**src/rtl/mii_tx_arbiter.sv**
```systemverilog
// Shares one MII TX nibble path between NUM_REQ byte-stream requesters: round-robin
// per frame, preamble/SFD insertion, low-nibble-first serialisation and inter-frame gap.
module mii_tx_arbiter #(
  parameter int NUM_REQ     = 2,
  parameter int IFG_NIBBLES = 24,
  parameter int MAX_BYTES   = 1522
) (
  input  logic                 i_clk,
  input  logic                 i_rst,
  input  logic [NUM_REQ-1:0]   i_req_valid,
  input  logic [8*NUM_REQ-1:0] i_req_data,
  input  logic [NUM_REQ-1:0]   i_req_last,
  output logic [NUM_REQ-1:0]   o_req_ready,
  output logic [NUM_REQ-1:0]   o_grant,
  output logic [3:0]           o_mii_txd,
  output logic                 o_mii_txen,
  output logic                 o_mii_txer,
  output logic                 o_busy,
  output logic                 o_abort_pulse
);
  localparam int PW  = (NUM_REQ > 1) ? $clog2(NUM_REQ) : 1;
  localparam int BCW = ($clog2(MAX_BYTES + 1) > 11) ? $clog2(MAX_BYTES + 1) : 11;
  localparam int IGW = ($clog2(IFG_NIBBLES + 1) > 1) ? $clog2(IFG_NIBBLES + 1) : 1;

  localparam logic [1:0] S_IDLE = 2'd0;
  localparam logic [1:0] S_PRE  = 2'd1;
  localparam logic [1:0] S_DATA = 2'd2;
  localparam logic [1:0] S_IFG  = 2'd3;

  logic [1:0]         r_state;
  logic [NUM_REQ-1:0] r_grant;
  logic [PW-1:0]      r_gidx;
  logic [PW-1:0]      r_ptr;
  logic [3:0]         r_txd;
  logic               r_txen;
  logic               r_txer;
  logic               r_abort;
  logic               r_abt;      // abort cycle in progress (txer nibble on the wire)
  logic               r_phase;    // 1: low nibble on the wire, high nibble next
  logic               r_last;
  logic [3:0]         r_hi;
  logic [4:0]         r_nib_cnt;
  logic [BCW-1:0]     r_byte_cnt;
  logic [IGW-1:0]     r_ifg_cnt;

  logic               w_found;
  logic [PW-1:0]      w_win;
  logic [PW-1:0]      w_win_nxt;
  logic [PW:0]        w_sum;
  logic               w_fetch;
  logic               w_ready;
  logic               w_take;
  logic [7:0]         w_byte;

  // First valid requester searching upward from the pointer, wrapping.
  always_comb begin
    w_found = 1'b0;
    w_win   = '0;
    w_sum   = '0;
    for (int k = 0; k < NUM_REQ; k++) begin
      w_sum = {1'b0, r_ptr} + (PW+1)'(k);
      if (w_sum >= (PW+1)'(NUM_REQ)) w_sum = w_sum - (PW+1)'(NUM_REQ);
      if (!w_found && i_req_valid[w_sum[PW-1:0]]) begin
        w_found = 1'b1;
        w_win   = w_sum[PW-1:0];
      end
    end
  end

  assign w_win_nxt = (w_win == PW'(NUM_REQ - 1)) ? '0 : w_win + 1'b1;

  // Fetch slots: the SFD cycle and every non-final high-nibble cycle.
  assign w_fetch = ((r_state == S_PRE) && (r_nib_cnt == 5'd16)) ||
                   ((r_state == S_DATA) && !r_abt && !r_phase && !r_last);
  assign w_ready = w_fetch && (r_byte_cnt < BCW'(MAX_BYTES));
  assign w_take  = w_ready && i_req_valid[r_gidx];
  assign w_byte  = i_req_data[{r_gidx, 3'b000} +: 8];

  for (genvar g = 0; g < NUM_REQ; g++) begin : g_ready
    assign o_req_ready[g] = w_ready && (r_gidx == PW'(g));
  end

  always_ff @(posedge i_clk) begin
    if (i_rst) begin
      r_state    <= S_IDLE;
      r_grant    <= '0;
      r_gidx     <= '0;
      r_ptr      <= '0;
      r_txd      <= '0;
      r_txen     <= 1'b0;
      r_txer     <= 1'b0;
      r_abort    <= 1'b0;
      r_abt      <= 1'b0;
      r_phase    <= 1'b0;
      r_last     <= 1'b0;
      r_hi       <= '0;
      r_nib_cnt  <= '0;
      r_byte_cnt <= '0;
      r_ifg_cnt  <= '0;
    end else begin
      r_abort <= 1'b0;
      case (r_state)
        S_IDLE: begin
          if (w_found) begin
            r_grant    <= '0;
            r_grant[w_win] <= 1'b1;
            r_gidx     <= w_win;
            r_ptr      <= w_win_nxt;
            r_state    <= S_PRE;
            r_txen     <= 1'b1;
            r_txd      <= 4'h5;
            r_nib_cnt  <= 5'd1;
            r_byte_cnt <= '0;
            r_last     <= 1'b0;
            r_phase    <= 1'b0;
          end
        end
        S_PRE: begin
          if (r_nib_cnt < 5'd16) begin
            r_nib_cnt <= r_nib_cnt + 5'd1;
            r_txd     <= (r_nib_cnt == 5'd15) ? 4'hD : 4'h5;
          end
        end
        S_DATA: begin
          if (r_abt || (!r_phase && r_last)) begin
            r_abt     <= 1'b0;
            r_txen    <= 1'b0;
            r_txer    <= 1'b0;
            r_txd     <= '0;
            r_grant   <= '0;
            r_state   <= S_IFG;
            r_ifg_cnt <= IGW'(1);
          end else if (r_phase) begin
            r_txd   <= r_hi;
            r_phase <= 1'b0;
          end
        end
        S_IFG: begin
          if (r_ifg_cnt == IGW'(IFG_NIBBLES)) r_state <= S_IDLE;
          else r_ifg_cnt <= r_ifg_cnt + 1'b1;
        end
        default: r_state <= S_IDLE;
      endcase
      if (w_fetch) begin
        r_state <= S_DATA;
        if (w_take) begin
          r_txd      <= w_byte[3:0];
          r_hi       <= w_byte[7:4];
          r_last     <= i_req_last[r_gidx];
          r_byte_cnt <= r_byte_cnt + 1'b1;
          r_phase    <= 1'b1;
        end else begin
          // Underrun or overlength: one txer nibble, then the gap.
          r_abt   <= 1'b1;
          r_txer  <= 1'b1;
          r_txd   <= '0;
          r_abort <= 1'b1;
        end
      end
    end
  end

  assign o_grant       = r_grant;
  assign o_mii_txd     = r_txd;
  assign o_mii_txen    = r_txen;
  assign o_mii_txer    = r_txer;
  assign o_busy        = (r_state != S_IDLE);
  assign o_abort_pulse = r_abort;
endmodule

```
**config.mk**
```make
export PLATFORM = sky130hd
export DESIGN_NAME = mii_tx_arbiter
export DESIGN_NICKNAME = d
export VERILOG_FILES = /design/src/rtl/mii_tx_arbiter.sv
export SDC_FILE = /design/constraint.sdc
export NUM_CORES = 1
export LEC_CHECK = 0
export CAP_MARGIN = 20
export CORE_MARGIN = 3
export CORE_UTILIZATION = 35
export CTS_CLUSTER_SIZE = 20
export DETAILED_ROUTE_END_ITERATION = 6
export PLACE_DENSITY_LB_ADDON = 0.15
export SLEW_MARGIN = 0
export SYNTH_ARGS = -nofsm -noshare
export SYNTH_HDL_FRONTEND = slang
export SYNTH_SLANG_ARGS = --single-unit
```
**constraint.sdc**
```tcl
create_clock -name i_clk -period 5.4 [get_ports i_clk]
set_input_delay 1.08 -clock i_clk [delete_from_list [all_inputs] [get_ports i_clk]]
set_output_delay 1.08 -clock i_clk [all_outputs]
set_load 0.01 [all_outputs]
```
After elaboration in Yosys (flattened, before gate mapping)
Cells that the tools add are included. W data, S select, Z words.

Flip-flop bits (word level): 41. Latch bits: 0. RAM bits: 0. Memory bits (read-only): 0. Bits of input ports: 22. Output and inout bits: 12. Word-level logic and storage cells: 150. Memories kept: 0.

$add $sub $neg: 7. Multiply operators: 0. Div/mod/pow operators: 0. Order comparisons: 9. Equality and inequality tests: 16. Shift operators: 1. Multiplexer cells: 64. Bitwise logic cells: 2. Reduce and logical (&&, ||, !) cells: 35.

Operator list (count): $mux W11 (4); $mux W1 (35); $mux W4 (7); $mux W5 (4); $pmux W5 S2 (2); $shiftx A16 B5 Y8 (1); $mux W2 (6); $pmux W4 S3 (1); $reduce_and A4 Y1 (3); $add A11 B1 Y11 const B (1); $logic_and A1 B1 Y1 (11); $lt A11 B11 Y1 const B (1); $add A5 B1 Y5 const B (2); $eq A5 B5 Y1 const B (2); $reduce_and A3 Y1 (3); $lt A1 B2 Y1 const B (4); $reduce_bool A2 Y1 (4); $reduce_bool A4 Y1 (2); $ne A2 B2 Y1 const B (3); $ne A3 B2 Y1 const B (2); $ne A3 B3 Y1 const B (2); $pmux W2 S3 (1); $eq A5 B4 Y1 const B (1); $lt A5 B5 Y1 const B (1); 20 further kinds (31).

Longest topological paths before layout
Depth after elaboration: 14. Gate-level depth with buffers: 9. Depth with buffers taken out: 8.

Worst setup path after synthesis
No wires, ideal clock.

Kind: reg-to-output. From: register r_state[0]. To: output o_req_ready[1]. Arrival time: 1379 ps. Data required time: 4320 ps. Slack: 2941 ps. Cell stages (with the launch flop): 6. Buffers on the path: 0. Cells stage by stage: dfxtp_1 > inv_1 > ha_1 > nor4b_4 > a31oi_2 > nor3b_1.

Longest elaborated chain between the ends: 7. Elaborated cells on any way between the ends: 9. Those cells by class: 2 x eq/ne; 7 x reduce/logical.

Ends and longest elaborated chain: start, declared (line 30) `logic [1:0] r_state;`; start signal, assigned (line 85) `r_state <= S_IDLE;`; start signal, assigned (line 109) `r_state <= S_PRE;`; start signal, assigned (line 131) `r_state <= S_IFG;`; $eq A2 B2 Y1 (line 74) `((r_state == S_DATA) && !r_abt && !r_phase && !r_last);`; $logic_and A1 B1 Y1 (3 in series) (line 74); $logic_or A1 B1 Y1 (*) (line 73) `assign w_fetch = ((r_state == S_PRE) && (r_nib_cnt == 5'd16)) ||`; $logic_and A1 B1 Y1 (*) (line 75) `assign w_ready = w_fetch && (r_byte_cnt < BCW'(MAX_BYTES));`; $logic_and A1 B1 Y1 (*) (line 80) `assign o_req_ready[g] = w_ready && (r_gidx == PW'(g));`; end, declared (line 13) `output logic [NUM_REQ-1:0] o_req_ready,`.

Mark *: on every way between the ends. The rest lies on a longest branch, timed or not.

Final worst setup path
From: register r_state[1]. To: output o_req_ready[1].

The elaborated chain is that of the path after synthesis.

==> reports/metrics.yaml <==
power:
  power.share.clock_pct: 33.1
  combPwrFrac_pct: 15.5
  powerDensity_mw_per_mm2: 229
  internal-power_w: 0.000454
  p_sw_share_pct: 27.4
  p_switching_w: 0.000171
  ir_drop_uv: 98.7
  seqPwrFrac_pct: 51.4
  p_leak_nw: 0.926
  finalPower_w: 0.000625
logic_synthesis:
  avgSynthCellArea_sq_um: 8.17
  syn_inst: 273
  synthArstFlopShare_pct: 0
  mappedNetlistArea_sq_mm: 0.00223
  ys_warn_count: 0
  syn-num-nets: 306
  ys_seq_elements: 41
  synthDistinctLibCells: 45
  ys_seq_area_share_pct: 36.8
  synth_edf_count: 0
  synthFlopType: "dfxtp_1"
route:
  drcViolationCount: 0
  ant_nets: 0
  wirelength_microns: 5310
  vias_per_cell: 5.26
  drt-pass1-iter-count: 4
  vias: 1998
  wl_per_cell_microns: 14.0
  dr.first_iter.drc_count: 96
setup_path:
  worstPathCellList: "inv_1, ha_1, and2_1, a31oi_2, nor3b_1, clkdlybuf4s50_1"
  critical_path_required_ps: 4320
  path_max_fanout: 13
  end_kind: "output port"
  critPathMaxStageDelay_ps: 560
  path_class: "flop to output port"
  worst-endpoint-arrival_ps: 2360
  start_kind: "flop"
  rr_worst_depth: 7
  slowest_stage: "clkdlybuf4s50_1"
clock_network:
  hold_buffers: 0
  clk_latency_ps: 300
  clk_pin_slew_ps: 90
  postCtsSetupBuffers: 0
  cts_tree: "done"
  cts_max_level: 2
  cts_root_buf: "clkbuf_8"
  numCtsBuffers: 5
  cts.repair.resized: 0
  clockBufferDepth: 2
  cts.sink_count: 41
global_route:
  grt_max_degree: 27
  grt_use_total_pct: 15.9
  grt_pass1_wl_microns: 9400
  grt_pass1_vias: 2008
  overflow: 0
  antenna_found_initial: 0
timing:
  fin_crit_ps: 3440
  rsz0062_at_grt: "false"
  finalClockSkew_ps: 8.65
  max_slew_margin_pct: 51.6
  setup_viol: 0
  hold_viol: 0
  post-route-period-util_pct: 63.7
  fin_setup_tns_ps: 0
  worstMarginPinSlew_ps: 725
  fmax_ghz: 0.291
  finalMaxSlewViolations: 0
hold_path:
  whs_path_depth: 2
  hold_path.class: "flop to flop"
floorplanning:
  dieArea_sq_mm: 0.00737
  die_h_microns: 85.8
  die_x_microns: 85.8
  ios: 34
  std_cell_rows: 28
  start_util_pct: 36.8
  coreArea_sq_mm: 0.00606
final_layout:
  fin_nets: 337
  antenna_cells: 0
  final_util_pct: 44.9
  drive_above_1_share_pct: 6.23
  areaGrowthSynthToFinish_pct: 22.1
  fillerInstances: 629
  final_cell_area_sq_mm: 0.00272
job:
  maxCapViolations: 0
placement:
  placement.cell_area_sq_mm: 0.00263
  dpl.hpwl_microns: 3920
  port_buffers: 33
  gp_congestion: 0.809
run_status:
  status: "complete, no violations"
-- critical path: cells and delay by family, from the launching register on --
| kind | cells | cell delay, ps |
|---|---|---|
| AOI/OAI and AO/OA | 1 | 190 |
| adders and majority gates | 1 | 390 |
| and+or+nand+nor | 2 | 470 |
| DFF | 1 | 360 |
| buffers and inverters | 2 | 650 |
-- worst paths after layout --
kind	from	to	slack, ps
max	r_state[1]	o_req_ready[1]	1960
min	o_mii_txer	o_mii_txer	470
max reg2reg	r_state[1]	r_byte_cnt[5]	2810
min reg2reg	o_mii_txer	o_mii_txer	470
-- per-stage QoR --
stage               cells  setup WS, ps  hold slack, ps
floorplan             273          2940             467
global placement      372          2360             455
detailed placement    372          2300             460
CTS                   380          1960             473
global route          380          1770             498
finish                380          1960             471
-- power groups by stage --
stage	Clock [W]	Combinational (W)	Sequential (W)
final	0.000207	0.0000970	0.000321
after global routing	0.000233	0.000108	0.000322
after CTS	0.000215	0.0000977	0.000321
after detailed placement	0	0.0000972	0.000328
after floorplan	0	0.0000540	0.000327
after global placement	0	0.0000981	0.000328
-- final cells by class --
class	count	area (sq um)	share of cell area (%)
multi-input cells	207	1310	48.2
flip-flops and latches	41	821	30.1
repair buffers	37	360	13.2
well taps	75	93.8	3.45
clock buffers	5	68.8	2.53
inverters	12	45.0	1.65
clock inverters	3	21.3	0.781
-- Yosys cell counts (2+ instances only) --
master	instances	area share (%)
a2111oi_0	2	0.79
a211oi_1	5	1.7
a21boi_0	2	0.67
a21oi_1	16	3.6
a22oi_1	3	1.0
a31oi_1	5	1.4
and2_1	2	0.56
and3_1	4	1.1
buf_2	2	0.45
clkbuf_1	10	1.7
dfxtp_1	41	37
ha_1	11	6.2
inv_1	12	2.0
mux2_2	2	1.0
mux2i_1	10	4.5
nand2_1	19	3.2
nand2b_1	5	1.4
nand3_1	18	4.0
nand3b_1	5	1.7
nand4b_1	2	0.79
nor2_1	29	4.9
nor2b_1	3	0.84
nor3_1	16	3.6
nor3b_1	3	1.0
nor4_1	3	0.84
nor4b_1	2	0.79
o21ai_0	14	3.1
o21bai_1	2	0.67
o22a_1	2	0.79
o31ai_1	2	0.67
or3_1	4	1.1
xnor2_1	3	1.2
xor2_1	2	0.79
-- cells by family after synthesis --
family	share of synthesized area [%]
AO/OA/AOI/OAI	17.2
XOR/XNOR	1.96
adder cells (fa/ha/maj)	6.17
buffers and inverters	4.32
flip-flops	36.8
multiplexers	5.50
AND/OR/NAND/NOR	28.0
-- layer usage --
metal  track usage [%]  wire (microns)
met4              3.88              46
met3              4.61             151
met1              19.8            2470
met2              27.0            2650
met5                 0               0
-- state kept, by name, summed over array words and instances, names as in the netlist, 2 cells and up --
register,flops
r_nib_cnt,5
r_state,2
r_ifg_cnt,5
o_mii_txd,4
o_grant,2
r_hi,4
r_byte_cnt,11
-- layout by cell type (no fill, tap or decap), types with 11 or more instances in the layout --
cell type,n
a21oi_1,16
nand3_1,18
ha_1,11
dfxtp_1,41
clkdlybuf4s50_1,33
nor3_1,16
nand2_1,19
inv_1,12
nor2_1,29
o21ai_0,14
No activity file was read; power rests on OpenSTA's default activity.
